### src/rtl/ins_fetch_pkg.sv
// ---------------------------------------------------------------------------
// ins_fetch_pkg - shared CPU fetch-path types and default widths
// Rev 1.0
// ---------------------------------------------------------------------------
`default_nettype none

package ins_fetch_pkg;

  // Shared with the instruction register and instruction memory.
  localparam int CPU_DATA_W = 8;
  localparam int CPU_ADDR_W = 8;

  typedef enum logic [1:0] {
    ST_IDLE = 2'd0,
    ST_WAIT = 2'd1,
    ST_ERR  = 2'd2
  } fetch_state_t;

endpackage

`default_nettype wire

### src/rtl/fetch_timeout_ctr.sv
// ---------------------------------------------------------------------------
// fetch_timeout_ctr - wait-cycle counter; expired flags the final allowed cycle
// Rev 1.0
// ---------------------------------------------------------------------------
`default_nettype none

module fetch_timeout_ctr #(
  parameter int TIMEOUT_CYC = 16
) (
  input  logic clk,
  input  logic rst_n,
  input  logic clr,
  input  logic en,
  output logic expired
);

  generate
    if (TIMEOUT_CYC == 0) begin : g_disabled
      assign expired = 1'b0;
    end else begin : g_enabled
      localparam int CNT_W = (TIMEOUT_CYC < 2) ? 1 : $clog2(TIMEOUT_CYC);
      localparam logic [CNT_W-1:0] LAST = CNT_W'(TIMEOUT_CYC - 1);

      logic [CNT_W-1:0] cnt_q;
      logic [CNT_W-1:0] cnt_d;

      always_comb begin
        cnt_d = cnt_q;
        if (clr) begin
          cnt_d = '0;
        end else if (en && (cnt_q != LAST)) begin
          cnt_d = cnt_q + 1'b1;
        end
      end

      always_ff @(posedge clk) begin
        if (!rst_n) begin
          cnt_q <= '0;
        end else begin
          cnt_q <= cnt_d;
        end
      end

      // High during the last permitted wait cycle, so the edge that ends it is edge TIMEOUT_CYC.
      assign expired = en && (cnt_q == LAST);
    end
  endgenerate

endmodule

`default_nettype wire

### src/rtl/ins_fetch.sv
// ---------------------------------------------------------------------------
// ins_fetch - PC plus req/ack instruction-memory read feeding the IR bus
// Rev 1.0
// ---------------------------------------------------------------------------
`default_nettype none

module ins_fetch
  import ins_fetch_pkg::*;
#(
  parameter int                DATA_W      = CPU_DATA_W,
  parameter int                ADDR_W      = CPU_ADDR_W,
  parameter logic [ADDR_W-1:0] RESET_PC    = '0,
  parameter int                TIMEOUT_CYC = 16
) (
  input  logic              clk,
  input  logic              rst_n,
  input  logic              fetch_req,
  input  logic              halt,
  input  logic              pc_load,
  input  logic [ADDR_W-1:0] pc_load_val,
  output logic [ADDR_W-1:0] im_addr,
  output logic              im_req,
  input  logic              im_ack,
  input  logic [DATA_W-1:0] im_data,
  output logic [DATA_W-1:0] ins_bus,
  output logic              ins_valid,
  output logic [ADDR_W-1:0] pc,
  output logic              fetch_busy,
  output logic              fetch_err
);

  fetch_state_t      state_q, state_d;
  logic [ADDR_W-1:0] pc_q, pc_d;
  logic [ADDR_W-1:0] im_addr_q, im_addr_d;
  logic [ADDR_W-1:0] pend_val_q, pend_val_d;
  logic              pend_q, pend_d;
  logic              im_req_q, im_req_d;
  logic [DATA_W-1:0] ins_bus_q, ins_bus_d;
  logic              ins_valid_q, ins_valid_d;
  logic              fetch_busy_q, fetch_busy_d;
  logic              fetch_err_q, fetch_err_d;

  logic fetch_start;
  logic to_clr;
  logic to_en;
  logic to_expired;

  assign fetch_start = (state_q == ST_IDLE) && fetch_req && !halt;
  assign to_clr      = (state_q != ST_WAIT);
  assign to_en       = (state_q == ST_WAIT) && !im_ack;

  fetch_timeout_ctr #(
    .TIMEOUT_CYC (TIMEOUT_CYC)
  ) u_timeout (
    .clk     (clk),
    .rst_n   (rst_n),
    .clr     (to_clr),
    .en      (to_en),
    .expired (to_expired)
  );

  always_ff @(posedge clk) begin
    if (!rst_n) begin
      state_q <= ST_IDLE;
    end else begin
      state_q <= state_d;
    end
  end

  // Ack is checked before expiry so a last-cycle ack still completes the fetch.
  always_comb begin
    state_d = state_q;
    case (state_q)
      ST_IDLE: if (fetch_start) state_d = ST_WAIT;
      ST_WAIT: begin
        if (im_ack) begin
          state_d = ST_IDLE;
        end else if (to_expired) begin
          state_d = ST_ERR;
        end
      end
      ST_ERR:  if (pc_load) state_d = ST_IDLE;
      default: state_d = ST_IDLE;
    endcase
  end

  always_comb begin
    pc_d         = pc_q;
    im_addr_d    = im_addr_q;
    pend_val_d   = pend_val_q;
    pend_d       = pend_q;
    im_req_d     = im_req_q;
    ins_bus_d    = ins_bus_q;
    ins_valid_d  = 1'b0;
    fetch_err_d  = fetch_err_q;
    fetch_busy_d = (state_d == ST_WAIT);
    case (state_q)
      ST_IDLE: begin
        if (fetch_start) begin
          im_req_d  = 1'b1;
          im_addr_d = pc_load ? pc_load_val : pc_q;
          pc_d      = pc_load ? pc_load_val : pc_q;
        end else if (pc_load) begin
          pc_d = pc_load_val;
        end
      end
      ST_WAIT: begin
        if (im_ack) begin
          ins_bus_d   = im_data;
          ins_valid_d = 1'b1;
          im_req_d    = 1'b0;
          pend_d      = 1'b0;
          // A redirect arriving with the ack is the most recent one and wins.
          if (pc_load) begin
            pc_d = pc_load_val;
          end else if (pend_q) begin
            pc_d = pend_val_q;
          end else begin
            pc_d = pc_q + 1'b1;
          end
        end else begin
          if (pc_load) begin
            pend_d     = 1'b1;
            pend_val_d = pc_load_val;
          end
          if (to_expired) begin
            im_req_d    = 1'b0;
            fetch_err_d = 1'b1;
            pend_d      = 1'b0;
          end
        end
      end
      ST_ERR: begin
        im_req_d = 1'b0;
        if (pc_load) begin
          pc_d        = pc_load_val;
          fetch_err_d = 1'b0;
        end
      end
      default: begin
        im_req_d = 1'b0;
      end
    endcase
  end

  always_ff @(posedge clk) begin
    if (!rst_n) begin
      pc_q         <= RESET_PC;
      im_addr_q    <= RESET_PC;
      pend_val_q   <= '0;
      pend_q       <= 1'b0;
      im_req_q     <= 1'b0;
      ins_bus_q    <= '0;
      ins_valid_q  <= 1'b0;
      fetch_busy_q <= 1'b0;
      fetch_err_q  <= 1'b0;
    end else begin
      pc_q         <= pc_d;
      im_addr_q    <= im_addr_d;
      pend_val_q   <= pend_val_d;
      pend_q       <= pend_d;
      im_req_q     <= im_req_d;
      ins_bus_q    <= ins_bus_d;
      ins_valid_q  <= ins_valid_d;
      fetch_busy_q <= fetch_busy_d;
      fetch_err_q  <= fetch_err_d;
    end
  end

  assign pc         = pc_q;
  assign im_addr    = im_addr_q;
  assign im_req     = im_req_q;
  assign ins_bus    = ins_bus_q;
  assign ins_valid  = ins_valid_q;
  assign fetch_busy = fetch_busy_q;
  assign fetch_err  = fetch_err_q;

endmodule

`default_nettype wire

### config.mk
export PLATFORM = sky130hd
export DESIGN_NAME = ins_fetch
export DESIGN_NICKNAME = d
export VERILOG_FILES = /design/src/rtl/ins_fetch_pkg.sv /design/src/rtl/fetch_timeout_ctr.sv /design/src/rtl/ins_fetch.sv
export SDC_FILE = /design/constraint.sdc
export NUM_CORES = 1
export LEC_CHECK = 0
export ABC_CLOCK_PERIOD_IN_PS = 1500
export CORE_ASPECT_RATIO = 0.9
export CORE_MARGIN = 3
export CORE_UTILIZATION = 44
export DETAILED_ROUTE_END_ITERATION = 6
export GPL_ROUTABILITY_DRIVEN = 0
export GPL_TIMING_DRIVEN = 1
export HOLD_SLACK_MARGIN = 0.05
export PLACE_DENSITY_LB_ADDON = 0.08
export SYNTH_ARGS = -nofsm -noshare
export SYNTH_HDL_FRONTEND = slang
export SYNTH_SLANG_ARGS = --single-unit
export TNS_END_PERCENT = 5
### constraint.sdc
create_clock -name clk -period 1.5 [get_ports clk]
set_input_delay 0.15 -clock clk [delete_from_list [all_inputs] [get_ports clk]]
set_output_delay 0.15 -clock clk [all_outputs]
set_load 0.05 [all_outputs]
---- Word level (Yosys, flattened, before mapping) ----
Cells that the tools add are included.
word-level totals
  flip-flop bits (word level) ............. 43
  bits of input ports ..................... 22
  output and inout bits ................... 28
  word-level logic and storage cells ...... 70
operators by class
  $add $sub $neg .......................... 2
  eq/ne operators ......................... 12
  mux-type cells .......................... 22
  bitwise operators ....................... 2
  reductions and logical operators ........ 21
operator list
  operator               count
  $mux W8                4
  $pmux W8 S2            1
  $reduce_and A2 Y1      6
  $mux W1                10
  $ne A2 B2 Y1 const B   5
  $add A8 B1 Y8 const B  1
  $mux W2                4
  $pmux W2 S3            1
  $logic_and A1 B1 Y1    5
  $add A4 B1 Y4 const B  1
  $eq A2 B1 Y1 const B   2
  $eq A4 B4 Y1 const B   1
  $ne A4 B4 Y1 const B   1
  $pmux W1 S2            2
  $reduce_and A4 Y1      1
  $reduce_bool A2 Y1     2
  $reduce_or A2 Y1       2
  $ne A3 B3 Y1 const B   1
  $reduce_and A3 Y1      1
  $reduce_bool A3 Y1     1
  $eq A2 B2 Y1 const B   1
  $logic_not A1 Y1       2
  $logic_not A2 Y1       1
  $ne A2 B1 Y1 const B   1
  $not A1 Y1             2

---- Logic depth before layout (Yosys ltp) ----
  depth after elaboration ................. 7
  mapped depth ............................ 6
  depth with buffers taken out ............ 5

---- Cells and area by module ----
Synthesis repeated with hierarchy kept, for this count alone.
second synthesis, totals
  cells, all modules ...................... 240
  area total of the unflattened synthesis .. 2074.5 µm²
modules (own cells, without submodules)
  module             instances  cells an instance  area an instance (µm²)
  ins_fetch          1          218                1873.0
  fetch_timeout_ctr  1          22                 201.4

---- Worst setup path after synthesis ----
Ideal clock, no wire load.
  path type ............................... flip-flop to flip-flop
  from .................................... register pc_q[2], in the netlist pc[2]
  to ...................................... register pc_q[5], in the netlist pc[5]
  library setup time ...................... 88 ps
  data arrival time ....................... 1716 ps
  required time ........................... 1412 ps
  slack ................................... -304 ps
  stages on the path, launching flop included .. 5
  clock period less this slack ............ 1804 ps
  path through ............................ dfxtp_1 > and3_4 > nand3_1 > o41a_1 > o32ai_2
between the ends
  longest elaborated chain between the ends .. 5
RTL lines
  what                    RTL line          text
  start, declared         ins_fetch.sv:33   logic [ADDR_W-1:0] pc_q, pc_d;
  start signal, assigned  ins_fetch.sv:158  pc_q <= pc_d;
  $add A8 B1 Y8           ins_fetch.sv:119  pc_d = pc_q + 1'b1;
  $mux W8                 ins_fetch.sv:116  end else if (pend_q) begin
  $mux W8                 ins_fetch.sv:114  if (pc_load) begin
  $mux W8                 ins_fetch.sv:108  if (im_ack) begin
  $pmux W8 S2             ins_fetch.sv:97   case (state_q)
No other way between the ends. The select of a mux whose other input is x is not followed.
A chain may end at the register's enable or synchronous reset.

---- Worst setup path after layout ----
  from .................................... register pc_q[3], in the netlist pc[3]
  to ...................................... register pc_q[5], in the netlist pc[5]
The elaborated chain is that of the path after synthesis.

==> Flow_metrics.wiki <==
{| class="wikitable"
! Metric !! Value
|-
| Run status || finished, final reports clean
|-
| Minimum clock period after layout || 1430 ps
|-
| Starting density of the core || 47.6%
|-
| Number of post-CTS setup repair buffers || 0
|-
| Post-Synthesis Net Count || 259
|-
| Post-Syn Instances || 235
|-
| Mean Syn Cell Area || 8.59 um2
|-
| # DRC || 0
|-
| Routed wirelength normalized by instance count || 14.2 um
|-
| Class of the most critical hold timing path || in -> reg
|-
| DR pass1 iterations || 4
|-
| Tot GR Track Use || 19.7%
|-
| Number of buffers added on ports || 49
|-
| Total number of yosys warnings || 0
|-
| First-pass GRT wire length || 8.59 mm
|-
| Pin count of the biggest net entering global routing || 20
|-
| FF+latch area || 868 um2
|-
| Worst Max-Slew Pin Slew || 429 ps
|-
| Largest fanout on the critical path || 7
|-
| Clock sink count || 43
|-
| Final hold slack || 415 ps
|-
| Leakage power total || 1.12 nW
|-
| Largest stage delay on the critical path || 400 ps
|-
| Length in cells of the worst reg-to-reg path || 4
|-
| Register-to-register setup slack || 70 ps
|-
| Number of design-rule violations left by the first detailed-router iteration || 89
|-
| Final Setup Violations || 0
|-
| Source-to-sink clock delay at the later pin of the worst-skew pair || 290 ps
|-
| # IOs || 50
|-
| CTS root buffer || clkbuf_8
|-
| # fillers || 387
|-
| Post-layout net count || 327
|-
| Count of H-tree levels built during CTS || 2
|-
| Total Wirelength || 5.16 mm
|-
| Final count of hold timing violations || 0
|-
| Sequential element share of the synthesized area || 42.6%
|-
| Number of standard-cell rows in the floorplan || 22
|-
| Routed vias/inst || 5.26
|-
| Layout cell share with drive strength beyond 1 || 24.7%
|-
| CP startpoint kind || register
|-
| Endpoint of the worst-slack reg-to-reg timing path || pc[5]
|-
| Total area of multi-input combinational cells || 1060 um2
|-
| Headroom to the max-slew limit || 71.3%
|-
| Number of maximum-capacitance constraint violations || 0
|-
| Worst IR Drop VDD || 0.675 mV
|-
| F_max || 697 MHz
|-
| Number of hold buffers added after CTS || 0
|-
| Area of the core || 4240 um2
|-
| Overall die width || 77.4 um
|-
| RSZ-0062 raised after global routing || false
|-
| Signal arrival time at the worst endpoint || 1640 ps
|-
| Total number of vias || 1915
|-
| Worst r2r src || pc[3]
|-
| Die span in y || 70.3 um
|-
| Most frequently used flop master after synthesis || dfxtp_1
|-
| Floorplan die area || 5440 um2
|-
| Synth-to-Final Area Change || 40.1%
|-
| Clock Pin Slew Worst Setup and Hold Paths || 90 ps
|-
| Ratio of final minimum period to clock period || 95.6%
|-
| Areal power density over the cells || 1010 nW/um2
|-
| Post-synth ARST share || 0%
|-
| Skew final || 8.78 ps
|-
| Slowest stage cell, crit path || dfxtp_2
|-
| Antenna violations before repair || 0
|-
| Synth unique cells || 43
|-
| Cells traversed along the worst timing path || and3_4 > nand3_1 > o41a_1 > o32ai_2
|-
| Number of flops mapped to enable cells by yosys || 0
|-
| Instance count along the most critical hold path || 3
|-
| Vias in the first global route || 1788
|-
| Summed instance area of the synthesized netlist || 2020 um2
|-
| Total power of the final layout || 0.00285 W
|-
| Endpoint of the worst setup timing path || pc[5]
|-
| Diode count || 0
|-
| Overall overflow remaining after global route || 0
|-
| Worst Setup Path Type || reg -> reg
|-
| Fin. max-slew vios || 0
|-
| Critical Path Sink Type || register
|-
| Post-detail-place hpwl || 3.81 mm
|-
| Count of state elements after synthesis || 43
|-
| Required time worst endpoint || 1700 ps
|-
| Num CTS Buffers || 5
|-
| Start point of the critical path || pc[3]
|-
| Clock tree from TritonCTS || built
|-
| Clk buf depth || 2
|-
| Number of antenna-violating nets in the routed design || 0
|}
==> synthesized netlist by cell type, drive strengths merged, types with 2 or more instances <==
cell type | count | area, um2
and3 | 2 | 17.5
ha | 2 | 25.0
a311oi | 3 | 26.3
or3 | 2 | 12.5
dfxtp | 43 | 861
nand2 | 27 | 104
nor3 | 3 | 15.0
buf | 8 | 47.5
mux2i | 12 | 120
nand3 | 17 | 85.1
a21oi | 24 | 120
a221oi | 5 | 43.8
nor2 | 27 | 101
and2 | 3 | 18.8
clkbuf | 6 | 22.5
nand2b | 3 | 18.8
nand3b | 2 | 15.0
nor2b | 3 | 18.8
xnor2 | 3 | 26.3
inv | 7 | 26.3
o32ai | 2 | 25.0
o21ai | 6 | 30.0
xor2 | 2 | 17.5
a211oi | 9 | 67.6
==> worst max-delay path, delay by kind of cell (launching register included) <==
family,cells,cell delay [ps]
AND/OR/NAND/NOR,2,340
flip-flops,1,400
AO/OA/AOI/OAI,2,600
==> flip-flops by register name, summed over array words and instances (netlist names) <==
| register | count |
|---|---|
| state_q | 2 |
| pend_val_q | 8 |
| fetch_busy | 1 |
| im_addr | 8 |
| pc | 8 |
| ins_valid | 1 |
| im_req | 1 |
| pend_q | 1 |
| ins_bus | 8 |
| fetch_err | 1 |
| u_timeout.g_enabled.cnt_q | 4 |
==> metal layers <==
metal	vias up	global-route usage [%]	routed length, um
met3	5	4.51	307
met4	0	5.34	38
li1	975	-	-
met2	54	28.9	2200
met5	-	0	0
met1	881	28.7	2620
==> cells by family (layout without fill, tap and decap cells) <==
group	after synthesis	in the layout	synth area share (%)
buffers and inverters	21	90	4.77
XOR/XNOR	5	5	2.17
multiplexers	13	13	6.51
adder cells (fa/ha/maj)	2	2	1.24
flip-flops	43	43	42.6
AO/OA/AOI/OAI	57	57	19.1
AND/OR/NAND/NOR	94	94	23.6
==> through the flow <==
step | std cells | cell area (um2) | TNS [ps] | setup WS, ps | util [%]
global route | 364 | 2830 | 0 | 3.12 | 66.8
finish | 364 | 2830 | 0 | 65.9 | 66.8
global placement | 356 | 2700 | -418 | -67.1 | 63.6
CTS | 364 | 2830 | 0 | 31.3 | 66.7
floorplan | 235 | 2030 | -35.4 | -35.4 | -
detailed placement | 356 | 2700 | -1150 | -102 | 63.6
==> worst min path at each step <==
stage,start,end,slack (ps)
final,im_data[6],ins_bus[6],410
after detailed placement,ins_bus[7],ins_bus[7],450
after floorplan,rst_n,im_req,280
after CTS,im_data[1],ins_bus[1],420
after global routing,im_data[6],ins_bus[6],420
after global placement,ins_bus[6],ins_bus[6],440
==> placed cells by master (no fill, tap or decap), types with 4 or more instances in the layout <==
cell,netlist,routed
nand3_1,17,17
inv_1,7,7
a211oi_1,9,9
mux2i_1,12,12
a21oi_1,24,24
clkbuf_8,0,5
o21ai_0,4,4
dfxtp_1,43,37
nor2_1,27,27
clkdlybuf4s50_1,0,21
buf_4,3,50
a221oi_1,5,5
dfxtp_2,0,6
nand2_1,26,26
buf_12,0,4
==> what timing repair did <==
item	4_1_cts	5_1_grt
hold endpoints to repair	0	0
setup endpoints to repair	0	10
gates resized for setup	0	1
==> report_power, final <==
part           switching, W  total (W)  internal (W)
Combinational      0.000313   0.000553      0.000240
Clock              0.000393    0.00106      0.000666
Sequential        0.0000500    0.00124       0.00119
==> final cells by class <==
type,count,share of cell area (%)
Multi-Input combinational cell,171,37.5
Sequential cell,43,30.7
Timing Repair Buffer,75,23.5
Tap cell,60,2.65
Clock buffer,6,2.56
Clock inverter,2,2.12
Inverter,7,0.928
No activity file was read; power rests on OpenSTA's default activity.
